$ cat config.mk
export PLATFORM = sky130hd
export DESIGN_NAME = mux2_rr_arbiter
export DESIGN_NICKNAME = d
export VERILOG_FILES = /design/src/rtl/mux_arb_pkg.sv /design/src/rtl/mux2_rr_arbiter_rr_arb2.sv /design/src/rtl/mux2_rr_arbiter.sv
export SDC_FILE = /design/constraint.sdc
export NUM_CORES = 1
export LEC_CHECK = 0
export CAP_MARGIN = 20
export CORE_MARGIN = 8
export CORE_UTILIZATION = 31
export CTS_BUF_LIST = sky130_fd_sc_hd__clkbuf_2 sky130_fd_sc_hd__clkbuf_4 sky130_fd_sc_hd__clkbuf_8
export DETAILED_ROUTE_END_ITERATION = 7
export HOLD_SLACK_MARGIN = 0.03
export PLACE_DENSITY = 0.7
export RECOVER_POWER = 25
export SLEW_MARGIN = 10
export SYNTH_ARGS = -nofsm -noshare
export SYNTH_HDL_FRONTEND = slang
export SYNTH_SLANG_ARGS = --single-unit
$ cat constraint.sdc
create_clock -name clk -period 2.6 [get_ports clk]
set_input_delay 0.78 -clock clk [delete_from_list [all_inputs] [get_ports clk]]
set_output_delay 0.78 -clock clk [all_outputs]
set_load 0.02 [all_outputs]
$ cat src/rtl/mux_arb_pkg.sv
// ============================================================================
// Module : mux_arb_pkg
// Brief  : Shared constants and the output-stage state type for mux2_rr_arbiter.
// Rev    : 1.0
// ============================================================================
`default_nettype none

package mux_arb_pkg;

    localparam int   DEFAULT_WIDTH = 8;

    localparam logic SEL_A = 1'b1;
    localparam logic SEL_B = 1'b0;

    typedef enum logic [0:0] {
        EMPTY = 1'b0,
        FULL  = 1'b1
    } stage_state_t;

    // Round-robin pick between two requesters; returns the winning source.
    function automatic logic rr_pick(input logic req_a, input logic req_b, input logic last_grant);
        logic pick;
        if (req_a && req_b) begin
            pick = ~last_grant;
        end else if (req_a) begin
            pick = SEL_A;
        end else begin
            pick = SEL_B;
        end
        return pick;
    endfunction

endpackage

`default_nettype wire

$ cat src/rtl/mux2_rr_arbiter_rr_arb2.sv
// ============================================================================
// Module : rr_arb2
// Brief  : Two-way round-robin grant with registered last-grant history.
// Rev    : 1.0
// ============================================================================
`default_nettype none

module rr_arb2
    import mux_arb_pkg::*;
(
    input  logic clk,
    input  logic rst_n,
    input  logic a_req_i,
    input  logic b_req_i,
    input  logic xfer_i,
    output logic grant_a_o,
    output logic grant_b_o,
    output logic grant_src_o,
    output logic last_grant_o
);

    logic last_grant_q;
    logic last_grant_d;
    logic w_pick;

    always_comb begin
        w_pick      = rr_pick(a_req_i, b_req_i, last_grant_q);
        grant_a_o   = a_req_i && (w_pick == SEL_A);
        grant_b_o   = b_req_i && (w_pick == SEL_B);
        grant_src_o = w_pick;
    end

    // History only moves when a grant actually turns into a transfer.
    always_comb begin
        last_grant_d = last_grant_q;
        if (xfer_i) begin
            last_grant_d = w_pick;
        end
    end

    always_ff @(posedge clk) begin
        if (!rst_n) begin
            last_grant_q <= SEL_B;
        end else begin
            last_grant_q <= last_grant_d;
        end
    end

    assign last_grant_o = last_grant_q;

endmodule

`default_nettype wire

$ cat src/rtl/mux2_rr_arbiter.sv
// ============================================================================
// Module : mux2_rr_arbiter
// Brief  : Two-input round-robin arbiter feeding a one-entry registered output
//          stage. Define MUX_ARB_LOCK_EN to hold the grant for whole bursts.
// Rev    : 1.0
// ============================================================================
`default_nettype none

module mux2_rr_arbiter
    import mux_arb_pkg::*;
#(
    parameter int WIDTH = DEFAULT_WIDTH
) (
    input  logic             clk,
    input  logic             rst_n,

    input  logic             a_valid,
    input  logic [WIDTH-1:0] a_data,
    input  logic             a_last,
    output logic             a_ready,

    input  logic             b_valid,
    input  logic [WIDTH-1:0] b_data,
    input  logic             b_last,
    output logic             b_ready,

    output logic             out_valid,
    output logic [WIDTH-1:0] out_data,
    input  logic             out_ready,
    output logic             select
);

    stage_state_t     stage_q;
    stage_state_t     stage_d;
    logic [WIDTH-1:0] data_q;
    logic [WIDTH-1:0] data_d;
    logic             sel_q;
    logic             sel_d;

    logic             w_req_a;
    logic             w_req_b;
    logic             w_grant_a;
    logic             w_grant_b;
    logic             w_grant_src;
    logic             w_last_grant;
    logic             w_can_accept;
    logic             w_in_xfer;
    logic             w_out_xfer;
    logic [WIDTH-1:0] w_in_data;

`ifdef MUX_ARB_LOCK_EN
    logic lock_q;
    logic lock_d;
    logic lock_src_q;
    logic lock_src_d;
    logic w_in_last;

    // A locked source that drops valid stalls arbitration instead of releasing.
    assign w_req_a   = a_valid && (!lock_q || (lock_src_q == SEL_A));
    assign w_req_b   = b_valid && (!lock_q || (lock_src_q == SEL_B));
    assign w_in_last = (w_grant_src == SEL_A) ? a_last : b_last;

    always_comb begin
        lock_d     = lock_q;
        lock_src_d = lock_src_q;
        if (w_in_xfer) begin
            lock_d     = ~w_in_last;
            lock_src_d = w_grant_src;
        end
    end

    always_ff @(posedge clk) begin
        if (!rst_n) begin
            lock_q     <= 1'b0;
            lock_src_q <= SEL_B;
        end else begin
            lock_q     <= lock_d;
            lock_src_q <= lock_src_d;
        end
    end
`else
    logic w_unused_last;

    assign w_req_a       = a_valid;
    assign w_req_b       = b_valid;
    assign w_unused_last = a_last ^ b_last;
`endif

    rr_arb2 u_rr_arb2 (
        .clk          (clk),
        .rst_n        (rst_n),
        .a_req_i      (w_req_a),
        .b_req_i      (w_req_b),
        .xfer_i       (w_in_xfer),
        .grant_a_o    (w_grant_a),
        .grant_b_o    (w_grant_b),
        .grant_src_o  (w_grant_src),
        .last_grant_o (w_last_grant)
    );

    // Gating with rst_n keeps both readys low throughout a reset cycle.
    assign w_can_accept = rst_n && ((stage_q == EMPTY) || out_ready);
    assign a_ready      = w_can_accept && w_grant_a;
    assign b_ready      = w_can_accept && w_grant_b;
    assign w_in_xfer    = (a_ready && a_valid) || (b_ready && b_valid);
    assign w_out_xfer   = (stage_q == FULL) && out_ready;
    assign w_in_data    = (w_grant_src == SEL_A) ? a_data : b_data;

    always_comb begin
        stage_d = stage_q;
        data_d  = data_q;
        sel_d   = sel_q;
        case (stage_q)
            EMPTY: begin
                if (w_in_xfer) begin
                    stage_d = FULL;
                end
            end
            FULL: begin
                if (w_out_xfer && !w_in_xfer) begin
                    stage_d = EMPTY;
                end
            end
            default: stage_d = EMPTY;
        endcase
        if (w_in_xfer) begin
            data_d = w_in_data;
            sel_d  = w_grant_src;
        end
    end

    always_ff @(posedge clk) begin
        if (!rst_n) begin
            stage_q <= EMPTY;
            data_q  <= '0;
            sel_q   <= SEL_B;
        end else begin
            stage_q <= stage_d;
            data_q  <= data_d;
            sel_q   <= sel_d;
        end
    end

    assign out_valid = (stage_q == FULL);
    assign out_data  = data_q;
    assign select    = sel_q;

endmodule

`default_nettype wire

==> flow_summary.json, run 1 <==
{
  "ys_ff_latch": 10,
  "maxSlewHeadroom_pct": 72.37,
  "switchingPower_mw": 0.1232,
  "worstPathRequired_ps": 1820,
  "cts_resized": 8,
  "wl_mm": 1.718,
  "fin_nets": 117,
  "setup_violations": 0,
  "crit_fanout": 4,
  "peakVddDrop_v": 0.0002697,
  "io_pins": 35,
  "drv_slew": 0,
  "critPathArrivalTime_ps": 1730,
  "cp_slowest_cell": "clkdlybuf4s50_1",
  "track_usage_pct": 11.04,
  "synth_top_area_share_pct": 36.53,
  "worst_pin_slew_ps": 414.4,
  "fmax_mhz": 398.1,
  "grt_pass1_wl_mm": 2.953,
  "rows": 15,
  "synth_cell_types": 15,
  "hpwl_mm": 1.389,
  "viasPerCell": 5.627,
  "cap_viol_max_count": 0,
  "ys_seq_area_share_pct": 36.53,
  "yosys-top-cells-area": "dfxtp_1, nand4b_1, o2111a_1",
  "clockBufferDepth": 2,
  "drtPass1Iterations": 4,
  "cts_setup_buffers": 0,
  "gp_congestion": 0.7727,
  "grt_overflow": 0,
  "final_antenna_net_count": 0,
  "fillers": 155,
  "synth_edf_count": 0,
  "muxShareOfSynthArea_pct": 0,
  "cpPeakStageDelay_ps": 480,
  "status": "completed",
  "critPathBufInv": 2,
  "power_frac_comb_pct": 31.5,
  "initial_utilization_pct": 32.44,
  "seq_area_um2": 200.2,
  "netlist_area_um2": 548.0,
  "synthXorXnorAreaFrac_pct": 0,
  "coreArea_um2": 1689,
  "synth-compound-area-share_pct": 21.23,
  "cts_tree": "done",
  "die_x_um": 58.05,
  "power.internal_mw": 0.3353,
  "drc": 0,
  "worstSetupEndpointType": "output port",
  "synth_common_cells": "nand4b_1, dfxtp_1, o2111a_1",
  "whs_ps": 535.9,
  "switching_share_pct": 26.87,
  "cts_buffers": 3,
  "htreeDepth": 1,
  "rsz0062_at_grt": "false",
  "hold_class": "reg -> reg",
  "grt_max_degree": 12,
  "synth_simple_gate_area_share_pct": 33.79,
  "cts_sinks": 10,
  "cp_top_family": "buffers and inverters",
  "postSynthCellCount": 53,
  "p_leak_nw": 0.3563,
  "avgRoutedWirePerCell_um": 15.62,
  "synth_warnings": 0,
  "synth.avg_cell_area_um2": 10.34,
  "skew_ps": 1.429,
  "cp-start-kind": "primary input",
  "drt_iter0_drc": 7,
  "grt_antenna_before_repair": 0,
  "worst-setup-path-type": "in -> out",
  "hold_buffers": 0,
  "grt_pass1_vias": 642,
  "synth.most_common_cell": "nand4b_1",
  "power.total_mw": 0.4585,
  "multi_input_area_um2": 301.5,
  "synth_ff_type": "dfxtp_1",
  "synth_fa_ha_area_share_pct": 0,
  "finalSetupTns_ps": 0,
  "synth_top_family_by_area": "simple AND/OR/NAND/NOR gates",
  "synth_top_area_cell": "dfxtp_1",
  "finalCritPeriodShare_pct": 96.62,
  "portBuffers": 32,
  "clk_latency_ps": 260,
  "dieArea_um2": 3369,
  "antenna_cells": 0,
  "power_frac_seq_pct": 38.5,
  "p_clk_share_pct": 30.1,
  "period_needed_ps": 2512,
  "drive_above_1_share_pct": 17.20,
  "root_buffer": "clkbuf_4",
  "powerDensity_nw_per_um2": 485.4,
  "syn-num-nets": 76,
  "area_growth_pct": 72.37,
  "hold_viol": 0,
  "die_h_um": 58.05,
  "crit_chain": "clkdlybuf4s50_1 -> nand2b_4 -> nand3_1 -> nor2_1 -> buf_2",
  "async_flop_share_pct": 0,
  "via_count": 619,
  "clkTransAtPathRegs_ps": 70
}
layout make-up:
cell class,instances,area share (%)
Inverter,1,0.3974
Tap cell,17,2.252
Sequential cell,10,21.19
Multi-Input combinational cell,36,31.92
Clock buffer,4,3.841
Timing Repair Buffer,42,40.40
path summary, 6_finish.rpt:
| path | slack [ps] | start | cells after the start | end |
|---|---|---|---|---|
| setup / recovery | 90 | out_ready | 5 | b_ready |
| hold / removal | 540 | out_data[0]$_SDFFE_PN0P_ | 1 | out_data[0]$_SDFFE_PN0P_ |
| setup reg to reg | 1200 | out_valid$_SDFF_PN0_ | 4 | out_data[1]$_SDFFE_PN0P_ |
| hold reg to reg | 540 | out_data[0]$_SDFFE_PN0P_ | 1 | out_data[0]$_SDFFE_PN0P_ |
power groups by stage:
stage	Clock [mW]	Sequential [mW]	Combinational, mW
after floorplan	0	0.198	0.0518
after global placement	0	0.180	0.147
after detailed placement	0	0.180	0.148
after CTS	0.144	0.176	0.147
after global routing	0.152	0.178	0.156
final	0.138	0.176	0.144
layer usage:
layer	part of all wire [%]	wire length (um)	global-route usage, %
met1	38	657	11.81
met2	49	847	18.15
met3	11	191	4.415
met4	1.3	22	5.944
met5	0	0	0
per-stage QoR:
| step | instances | utilization, % | instance area [um^2] | worst slack, ps |
|---|---|---|---|---|
| 5_1_grt | 110 | 55.93 | 944.7 | 24.15 |
| 3_3_place_gp | 106 | 54.59 | 922.1 | -332.3 |
| 4_1_cts | 110 | 56.15 | 948.4 | 83.45 |
| 2_1_floorplan | 53 | - | 548.0 | 447.0 |
| 3_5_place_dp | 106 | 54.59 | 922.1 | -360.3 |
| 6_report | 110 | 55.93 | 944.7 | 87.85 |
state kept, by name, indices dropped and copies added (netlist names):
name / count
u_rr_arb2.last_grant_o: 1
out_data: 8
out_valid: 1
cells in the final DEF, fill, tap and decap left out:
cell type,n
o21a_1,1
buf_2,2
nand4b_1,16
nand3_1,2
clkdlybuf4s50_1,30
nor2_1,3
dfxtp_1,10
nand2b_4,1
buf_4,9
clkbuf_1,1
a311oi_1,1
clkbuf_4,3
inv_1,1
clkbuf_8,1
a21oi_1,2
nand2b_1,1
nand2_1,1
o2111a_1,8
kinds of logic (layout without fill, tap and decap cells):
kind of cell | after synthesis | in the layout
AOI/OAI and AO/OA | 12 | 12
buffers and inverters | 7 | 47
DFF | 10 | 10
and+or+nand+nor | 24 | 24
(Power assumes the default switching activity.)
==> run 2, diff against run 1 <==
--- a/config.mk
+++ b/config.mk
@@ -13,6 +13,7 @@
 export HOLD_SLACK_MARGIN = 0.03
 export PLACE_DENSITY = 0.7
 export RECOVER_POWER = 25
+export SKIP_LAST_GASP = 1
 export SLEW_MARGIN = 10
 export SYNTH_ARGS = -nofsm -noshare
 export SYNTH_HDL_FRONTEND = slang
==> results of run 2 <==
No change in the layout: final DEF, timing and power equal those of run 1.
